[src/rtl/rr_mux_arb4.sv]
// rr_mux_arb4: round-robin arbiter sharing one W-bit 4:1 mux between four
// requesters. It grants one requester per burst and forwards the selected
// word over a valid/ready handshake.
module rr_mux_arb4 #(
  parameter int unsigned W     = 8,
  parameter int unsigned BURST = 4
) (
  input  logic         clk,
  input  logic         rst,
  input  logic [3:0]   req,
  input  logic [W-1:0] d0,
  input  logic [W-1:0] d1,
  input  logic [W-1:0] d2,
  input  logic [W-1:0] d3,
  output logic [3:0]   ack,
  output logic [W-1:0] o_data,
  output logic         o_valid,
  input  logic         o_ready,
  output logic [1:0]   sel,
  output logic         busy
);

  localparam int unsigned CW = $clog2(BURST) + 1;
  localparam logic [CW-1:0] CNT_LAST = CW'(BURST - 1);

  typedef enum logic {
    IDLE  = 1'b0,
    GRANT = 1'b1
  } state_t;

  state_t        state;
  logic [1:0]    last;
  logic [CW-1:0] cnt;

  logic [1:0]    pick;
  logic          found;
  logic [1:0]    idx;
  logic          req_sel;
  logic          xfer;
  logic          release_c;

  // Round-robin pick: first requester after the one served last.
  always_comb begin
    pick  = 2'd0;
    found = 1'b0;
    idx   = 2'd0;
    for (int k = 1; k <= 4; k++) begin
      idx = last + 2'(k);
      if (!found && req[idx]) begin
        pick  = idx;
        found = 1'b1;
      end
    end
  end

  // Shared datapath mux; the select is honoured in every state.
  always_comb begin
    case (sel)
      2'd3:    o_data = d3;
      2'd2:    o_data = d2;
      2'd1:    o_data = d1;
      default: o_data = d0;
    endcase
  end

  // Handshake decode; a reset cycle never acknowledges the in-flight word.
  always_comb begin
    req_sel   = req[sel];
    o_valid   = (state == GRANT) && req_sel && !rst;
    xfer      = o_valid && o_ready;
    ack       = 4'b0000;
    ack[sel]  = xfer;
    release_c = (xfer && (cnt == CNT_LAST)) || !req_sel;
    busy      = (state == GRANT);
  end

  // Arbitration FSM: grant, count the burst, release with fairness update.
  always_ff @(posedge clk) begin
    if (rst) begin
      state <= IDLE;
      sel   <= 2'd0;
      last  <= 2'd3;
      cnt   <= '0;
    end else begin
      case (state)
        IDLE: begin
          if (found) begin
            sel   <= pick;
            cnt   <= '0;
            state <= GRANT;
          end
        end
        GRANT: begin
          if (xfer) begin
            cnt <= CW'(cnt + 1'b1);
          end
          if (release_c) begin
            last  <= sel;
            state <= IDLE;
          end
        end
        default: state <= IDLE;
      endcase
    end
  end

endmodule

[config.mk]
export PLATFORM = sky130hd
export DESIGN_NAME = rr_mux_arb4
export DESIGN_NICKNAME = d
export VERILOG_FILES = /design/src/rtl/rr_mux_arb4.sv
export SDC_FILE = /design/constraint.sdc
export NUM_CORES = 1
export LEC_CHECK = 0
export CAP_MARGIN = 0
export CORE_MARGIN = 2
export CORE_UTILIZATION = 29
export CTS_CLUSTER_SIZE = 10
export DETAILED_ROUTE_END_ITERATION = 10
export PLACE_DENSITY = 0.75
export SKIP_LAST_GASP = 1
export SYNTH_ARGS = -nofsm -noshare
export SYNTH_HDL_FRONTEND = slang
export SYNTH_SLANG_ARGS = --single-unit
[constraint.sdc]
create_clock -name clk -period 1.5 [get_ports clk]
set_input_delay 0.375 -clock clk [delete_from_list [all_inputs] [get_ports clk]]
set_output_delay 0.375 -clock clk [all_outputs]
set_load 0.05 [all_outputs]
==> metrics <==
status=finished with violations; failing checks=negative setup slack; total CTS buffers=3; CP arrival=1.46 ns; # setup viols final=17; I/O pin total=55; DR iter-0 viols=8; vias per cell=5.05; clock sink total=8; Die ar.=about 2800 µm²; pre-CTS WS=-0.594 ns; hold crit path type=register to register; core area=2230 µm²; ys async rst share=0; RSZ-0062 raised after global routing=yes; Setup CP Type=register to output pin; CTS tree=done; post-synthesis cell area=686 µm²; post-synthesis mux area share=0.325; Clock Tree Buf Depth=2; layout cells sized above 1=0.446; Fin. Hold Viols=0; Max Freq=544 MHz; hold_buf cts=0; port bufs=54; placed cell count=between 150 and 200; Design Area, Final=1670 µm²; first-pass GRT wire length=4030 µm; GRT Overall Usage=0.199; setup ws final=-0.337 ns; routed len/inst=15.3 µm; 1st-pass router iterations=3; most frequent cells in the layout=29 x clkdlybuf4s50_1, 16 x buf_4, 9 x mux4_2, 9 x buf_12, 9 x buf_6; top_reg_cell synth=dfxtp_1; area of the multi-input gates=roughly 580 µm²; Area Overhead vs Synth=144%; Synth Area in Adders=0.0365; Layout Cells excl Fill=176; Initial Util=0.307; Max-slew headroom=0.817; Via Count=889; root buf cell=clkbuf_4; simple-gate share of the synthesized area=0.204; post-synthesis compound-gate area fraction=0.148; Leakage=0.708 nW; Reg area=roughly 170 µm²; Mapped Nets=113; FILL cells=158; Reg clk slew, reported paths=0.05 ns; clock latency at the later pin of the worst-skew pair=0.26 ns; Max-Cap Viols=0; combinational family with the most area after synthesis=multiplexers; Peak VDD IR=0.756 mV; Critical Path Sink Type=output pin; Slew @ Worst Pin=0.273 ns; Slew Limit Fails=0; # DRC=0; vias in the first global route=around 900; Die Ht=52.6 µm; Post-Route Skew=0.00342 ns; #FFs+latches synth=8; H-tree Lvls=1; Die Wd=~53 µm; # rows=17; grt total ovfl=0; Final nets=190; synth warn=0; Post-synth EDFFs=0; placed instance area=1490 µm²; Syn Area/Cell=around 9.5 µm²; most common cell after layout, fill and taps aside=clkdlybuf4s50_1; Power Density=778 nW/µm²; hpwl dp=2100 µm; Synth Area in XOR/XNOR=0; initial antenna violation count=0; largest net degree at the start of global routing=13; WL final=2700 µm; crit-path max FO=2; startpoint class of the critical path=register; post-route ant nets=0; ant diodes=0; critical path required time=1.12 ns; Unique masters post-synth=29; Min Clock Period, post-route=1.84 ns; Mapped Cells=72; sequential-to-total area share from yosys stat=0.234; GPL Wtd Cong=0.783; Final Cycle Share=1.22
## critical path: stages, from the launching register on
cell and delay [ns]:
dfxtp_4 0.34, mux4_2 0.54, and2_4 0.17, buf_8 0.14
## power breakdown
| part | leakage (nW) | switching [mW] | total (mW) | internal [mW] |
|---|---|---|---|---|
| logic | 0.625 | 0.420 | 0.858 | 0.437 |
| clock network | 0.0150 | 0.0779 | 0.180 | 0.102 |
| registers | 0.0675 | 0.0225 | 0.261 | 0.239 |
## final timing paths
check	from	cells past startpoint	slack (ns)	end
setup reg to reg	sel[0]	6	-0.20	last[0]
hold / removal	cnt[2]	2	0.49	cnt[2]
hold reg to reg	cnt[2]	2	0.49	cnt[2]
setup / recovery	sel[0]	3	-0.34	o_valid
## kinds of logic after synthesis
family	after synthesis
compound gates	15
fa+ha+maj	2
buf+inv	9
flops	8
mux	11
simple gates	27
## metal layers
| layer | GRT usage | wire length (µm) |
|---|---|---|
| met2 | 0.367 | 1330 |
| met1 | 0.213 | 1020 |
| met3 | 0.0514 | 307 |
| met4 | 0.0769 | 44 |
| met5 | 0 | 0 |
## cell usage after synthesis (2+ instances only)
library cell	instances	area, µm²
nor2_1	6	22.5
mux2i_1	2	20.0
ha_1	2	25.0
nor2b_1	2	12.5
buf_2	2	10.0
a21oi_1	5	25.0
nor3_1	3	15.0
nand3_1	2	10.0
nand2_1	7	26.3
dfxtp_1	8	160
o21ai_0	2	10.0
inv_1	5	18.8
mux4_2	9	203
nand3b_1	2	15.0
## what timing repair did
item,in CTS,in global routing
endpoints found under the setup margin,21,17
pin swaps,4,3
gates resized for setup,16,18
buffers inserted,5,1
## layout make-up
type,count,share of cell area
repair buffers,76,0.505
multi-input cells,55,0.345
flip-flops and latches,8,0.103
well taps,28,0.0210
clock buffers,4,0.0157
inverters,5,0.0112
## metrics by stage
stage	hold slack [ns]	TNS [ns]	power (mW)	util
2_1_floorplan	0.454	-2.39	0.710	-
4_1_cts	0.493	-4.26	1.26	0.717
3_3_place_gp	0.470	-7.39	1.01	0.668
3_5_place_dp	0.483	-7.91	1.02	0.668
6_report	0.489	-4.28	1.30	0.748
5_1_grt	0.513	-5.13	1.37	0.748
## state kept, by name, summed over array words and instances, names as in the netlist
signal,cells
sel,2
busy,1
last,2
cnt,3
Note: power is estimated with default switching activity, not from simulation.
==> edit 1: new RTL, same flow settings <==
Set the parameter `BURST` to 8 (it was 4).
--- a/src/rtl/rr_mux_arb4.sv
+++ b/src/rtl/rr_mux_arb4.sv
@@ -3,7 +3,7 @@
 // word over a valid/ready handshake.
 module rr_mux_arb4 #(
   parameter int unsigned W     = 8,
-  parameter int unsigned BURST = 4
+  parameter int unsigned BURST = 8
 ) (
   input  logic         clk,
   input  logic         rst,
Function: changed (Yosys sat finds a counterexample within 10 cycles, from zero or initial values and one cycle with rst high).
==> edit 1 against the unedited design <==
The run still ends with setup timing left. Design area rose by 1.5%. Worst setup slack got worse by 0.15 ns. Area after synthesis grew 12%. Count of clock-buffer cells in the layout stayed put. Register-to-register slack got worse by 0.05 ns. Highest routed layer unchanged. Non-clock buffer count grew 2. Sequential cell count up 1. Power decreased by 11%. Critical path type unchanged. Routed wire length is 10% higher.
==> edit 1: results (changes against the unedited design) <==
* Largest net degree at the start of global routing at 17 (was 13)
* Worst hold path cell count at 1 (was 2)
* M1 WL at 1260 um (was 1020 um)
* Cell Area, Placed at 1510 um^2 (was 1490 um^2)
* Status: finished, violations left (unchanged)
* Distinct cells, synth at 35 (was 29)
* Top flop regs: cnt: 4 flops, last: 2 flops, sel: 2 flops (was cnt: 3 flops, last: 2 flops, sel: 2 flops)
* Power per cell area at 682 nW/um^2 (was 778 nW/um^2)
* Sequential share of the synthesized area at 23.4% (about the same)
* Net Count, Synth at 119 (was 113)
* First-pass DRT Iterations at 4 (was 3)
* Max Fanout on Critical Path at 3 (was 2)
* Total Routing Usage GR at 19.8% (was 19.9%)
* Final setup viols at 20 (was 17)
* Routability Congestion at 0.836 (was 0.783)
* Hold endpoint: cnt[1] (was cnt[2])
* Hold_sp: cnt[1] (was cnt[2])
* Fraction of layout cells with a size suffix above 1 at 46.5% (was 44.6%)
* Layout filler cell count at 176 (was 158)
* Clock network fraction of design power at 16.0% (was 13.9%)
* Nets at 196 (was 190)
* P_leak at 0.692 nW (was 0.708 nW)
* Crit path max-delay cell type: mux4_2 (unchanged)
* Top cells by count, synth: 9 x dfxtp_1, 9 x mux4_2, 6 x nand2_1, 6 x nor2_1, 4 x inv_1 (was 9 x mux4_2, 8 x dfxtp_1, 7 x nand2_1)
* DP HPWL at 2230 um (was 2100 um)
* Peak supply drop at 0.584 mV (was 0.756 mV)
* Switching pwr at 0.000438 W (was 0.000521 W)
* DR WL met2 at 1430 um (was 1330 um)
* Ranking of synthesized cells by area: mux4_2 26%, dfxtp_1 23%, nand2_1 2.9% (was mux4_2 30%, dfxtp_1 23%, nand2_1 3.8%)
* Metal3 WL at 239 um (was 307 um)
* R2R Setup Slk at -0.25 ns (was -0.20 ns)
* Slew @ Worst Pin at 0.528 ns (was 0.273 ns)
* CP arrival at 1.61 ns (was 1.46 ns)
* Routing usage on met2 at 34.7% (was 36.7%)
* Seq group at 0.000274 W (was 0.000261 W)
* Iter 0 DRT Violations at 31 (was 8)
* Total number of vias at 970 (was 889)
* R2r endpoint: cnt[0] (was last[0])
* Failing checks: setup timing (unchanged)
* Final Worst Setup Slack at -0.485 ns (was -0.337 ns)
-- edit 1: worst max-delay path by stage --
stage	to	slack (ns)	start	depth (start not counted)
6_report	ack[3]	-0.49	sel[0]	4
3_3_place_gp	ack[3]	-0.71	req[3]	5
5_1_grt	ack[3]	-0.52	sel[0]	4
4_1_cts	ack[2]	-0.50	sel[0]	5
3_5_place_dp	ack[3]	-0.73	req[0]	5
2_1_floorplan	ack[3]	-0.41	sel[0]	4
-- edit 1: through the flow --
| stage | setup WS, ns | setup TNS (ns) | utilization [%] | hold slack [ns] | instances |
|---|---|---|---|---|---|
| detailed placement | -0.733 | -9.47 | 60.3 | 0.492 | 175 |
| global route | -0.523 | -6.29 | 67.8 | 0.551 | 185 |
| floorplan | -0.409 | -4.23 | - | 0.467 | 79 |
| finish | -0.485 | -5.36 | 67.8 | 0.505 | 185 |
| global placement | -0.706 | -9.07 | 60.3 | 0.487 | 175 |
| CTS | -0.498 | -5.38 | 65.6 | 0.512 | 183 |
-- edit 1: area by class of cell --
cell class,count,area (um^2),share of cell area [%]
sequential,9,189,11.1
multi-input combinational,60,602,35.5
tap,30,37.5,2.21
clock buffer,4,26.3,1.55
timing repair buffer,78,826,48.7
inverter,4,15.0,0.886
-- edit 1: repair_timing --
item,CTS,global route
hold buffers,0,0
setup endpoints to repair,21,20
gates cloned,1,0
resized for setup,25,8
setup buffers,3,2
pin swaps,4,3
-- edit 1: kinds of logic after synthesis --
kind of cell / count (synthesis) / share of synthesized area [%]
compound gates: 17 / 15.6
buf+inv: 10 / 6.34
simple gates: 29 / 21.6
xor+xnor: 2 / 2.28
fa+ha+maj: 1 / 1.63
mux: 11 / 29.1
flops: 9 / 23.4
==> edit 2: new RTL, config.mk and constraints unchanged <==
Without the edit above. Make the reset (`rst`) asynchronous in one clocked block.
--- a/src/rtl/rr_mux_arb4.sv
+++ b/src/rtl/rr_mux_arb4.sv
@@ -75,7 +75,7 @@
   end
 
   // Arbitration FSM: grant, count the burst, release with fairness update.
-  always_ff @(posedge clk) begin
+  always_ff @(posedge clk or posedge rst) begin
     if (rst) begin
       state <= IDLE;
       sel   <= 2'd0;
Function: differs if rst is asserted again (counterexample within 4 cycles, from zero or initial values and one cycle with rst high); with rst held inactive, the same outputs for 10 cycles.
==> edit 2 against the unedited design <==
First-iteration DRC count rose by 50%. Synthesized cell count rose by 6.9%. Global-route usage fell by 0.71 points. Area after synthesis rose by 9.1%. Sequential cell count did not move. The run still ends with setup timing left. Routed wire length fell by 1.5%. Worst setup slack got worse by 0.067 ns. Sequential share of layout area rose by 1.9 points. Design area rose by 3.1%. Count of clock-buffer cells in the layout did not move.
Power is not compared: it rests on default switching activity, and its combinational part moved more than twofold at a synthesized area within 25%.
==> edit 2: results (changes against the unedited design) <==
* Status: finished, violations left (unchanged)
* Failing checks: setup timing (unchanged)
* Sequential share of the synthesized area at 27.1% (was 23.4%)
* Vias in the first global route at 974 (was 902)
* Cell Area, Placed at 1580 um^2 (was 1490 um^2)
* R2R Setup Slk at -0.19 ns
* Placed Cells incl. Taps at 171 (was 166)
* Layout filler cell count at 175 (was 158)
* Setup TNS at -4.86 ns (was -4.28 ns)
* Top cells by count, synth: 9 x nand2_1, 8 x mux4_2, 7 x inv_1 (was 9 x mux4_2, 8 x dfxtp_1, 7 x nand2_1)
* Routing usage on met2 at 35.7% (was 36.7%)
* Initial antenna violation count at 0 (unchanged)
* DR WL met2 at 1320 um (was 1330 um)
* CP arrival at 1.53 ns (was 1.46 ns)
* Worst Clk Skew at 0.00288 ns (was 0.00342 ns)
* Skew-Pair Late Insertion Delay at 0.24 ns (was 0.26 ns)
* P_leak at 0.757 nW
* WHS at 0.361 ns (was 0.489 ns)
* DP HPWL at 2110 um (was 2100 um)
* Layout Cells excl Fill at 183 (was 176)
* Final setup viols at 17 (unchanged)
* Fraction of layout cells with a size suffix above 1 at 45.1% (was 44.6%)
* Post-Place Setup Slack at -0.478 ns (was -0.594 ns)
* Net Count, Synth at 118 (was 113)
* Max_slew headroom at 80.3% (was 81.7%)
* H-Tree Depth at 1 (unchanged)
* Distinct cells, synth at 27 (was 29)
* Clock-pin slew on the worst setup and hold paths at 0.05 ns (about the same)
* Nets at 195 (was 190)
* Post-synth ARST share at 100% (was 0%)
* Number of I/O port buffers at 54 (unchanged)
* Drt wl/cell at 14.5 um (was 15.3 um)
* Final Worst Setup Slack at -0.404 ns (was -0.337 ns)
* Routability Congestion at 0.809 (was 0.783)
* Grt met1 use at 18.2% (was 21.3%)
* Peak supply drop at 1.20 mV
* Via density at 5.17 (was 5.05)
* YS warnings at 0 (unchanged)
* Hold WC Path Type: primary input to async pin (was flop to flop)
* Sw Share at 47.7%
* Metal3 WL at 379 um (was 307 um)
* Ys flop type: dfrtp_1 (was dfxtp_1)
* Total Routing Usage GR at 19.2% (was 19.9%)
* First-pass GRT wire length at 4080 um (was 4030 um)
* M1 WL at 868 um (was 1020 um)
* Top sig layer: met4 (unchanged)
* Ranking of synthesized cells by area: mux4_2 24%, dfrtp_1 20%, dfstp_2 7.0% (was mux4_2 30%, dfxtp_1 23%, nand2_1 3.8%)
* Max Fanout on Critical Path at 4 (was 2)
* Synth Area per Inst at 9.72 um^2 (was 9.52 um^2)
* Final hold viol count at 0 (unchanged)
* Met3 Resource Use GR at 6.83% (was 5.14%)
* First-pass DRT Iterations at 3 (unchanged)
* Antenna Cells at 0 (unchanged)
* Iter 0 DRT Violations at 12 (was 8)
-- edit 2: cell type report --
cell class | instances | area (um^2) | area share, %
sequential | 8 | 209 | 12.1
timing repair buffer | 76 | 821 | 47.6
tap | 30 | 37.5 | 2.18
inverter | 7 | 26.3 | 1.53
clock buffer | 4 | 26.3 | 1.53
multi-input combinational | 58 | 603 | 35.0
-- edit 2: power by group through the flow --
| stage | logic, W | registers [W] | clock network [W] |
|---|---|---|---|
| floorplan | 0.00143 | 0.000558 | 0 |
| global placement | 0.00217 | 0.000489 | 0 |
| detailed placement | 0.00221 | 0.000498 | 0 |
| CTS | 0.00258 | 0.000436 | 0.000176 |
| global route | 0.00271 | 0.000456 | 0.000189 |
| finish | 0.00255 | 0.000443 | 0.000165 |
-- edit 2: repair_timing --
| item | 4_1_cts | 5_1_grt |
|---|---|---|
| gates cloned | 0 | 0 |
| hold buffers | 0 | 0 |
| endpoints found under the setup margin | 17 | 19 |
| gates resized for setup | 19 | 9 |
| pin swaps | 5 | 3 |
| buffers inserted | 11 | 1 |
-- edit 2: kinds of logic (layout without fill, tap and decap cells) --
logic type,count (synthesis),count (layout),synth area share [%]
AO/OA/AOI/OAI,16,16,13.9
AND/OR/NAND/NOR,27,27,17.7
buffers and inverters,11,87,6.52
flip-flops,8,8,27.1
adder cells (fa/ha/maj),2,2,3.34
multiplexers,13,13,31.4
-- edit 2: worst paths after layout --
check / from / to / depth (start not counted)
max: sel[1] / o_valid / 4
min: rst / busy / 3
min reg2reg: cnt[0] / cnt[0] / 1
max in group asynchronous: rst / last[0] / 3
max reg2reg: sel[1] / cnt[0] / 6
min in group clk: cnt[0] / cnt[0] / 1
-- edit 2: critical path, cell delays in order, from the launching register on --
cell and delay, ns:
dfrtp_4 0.50, buf_6 0.15, mux2_4 0.32, nor3_4 0.16
buf_12 0.16
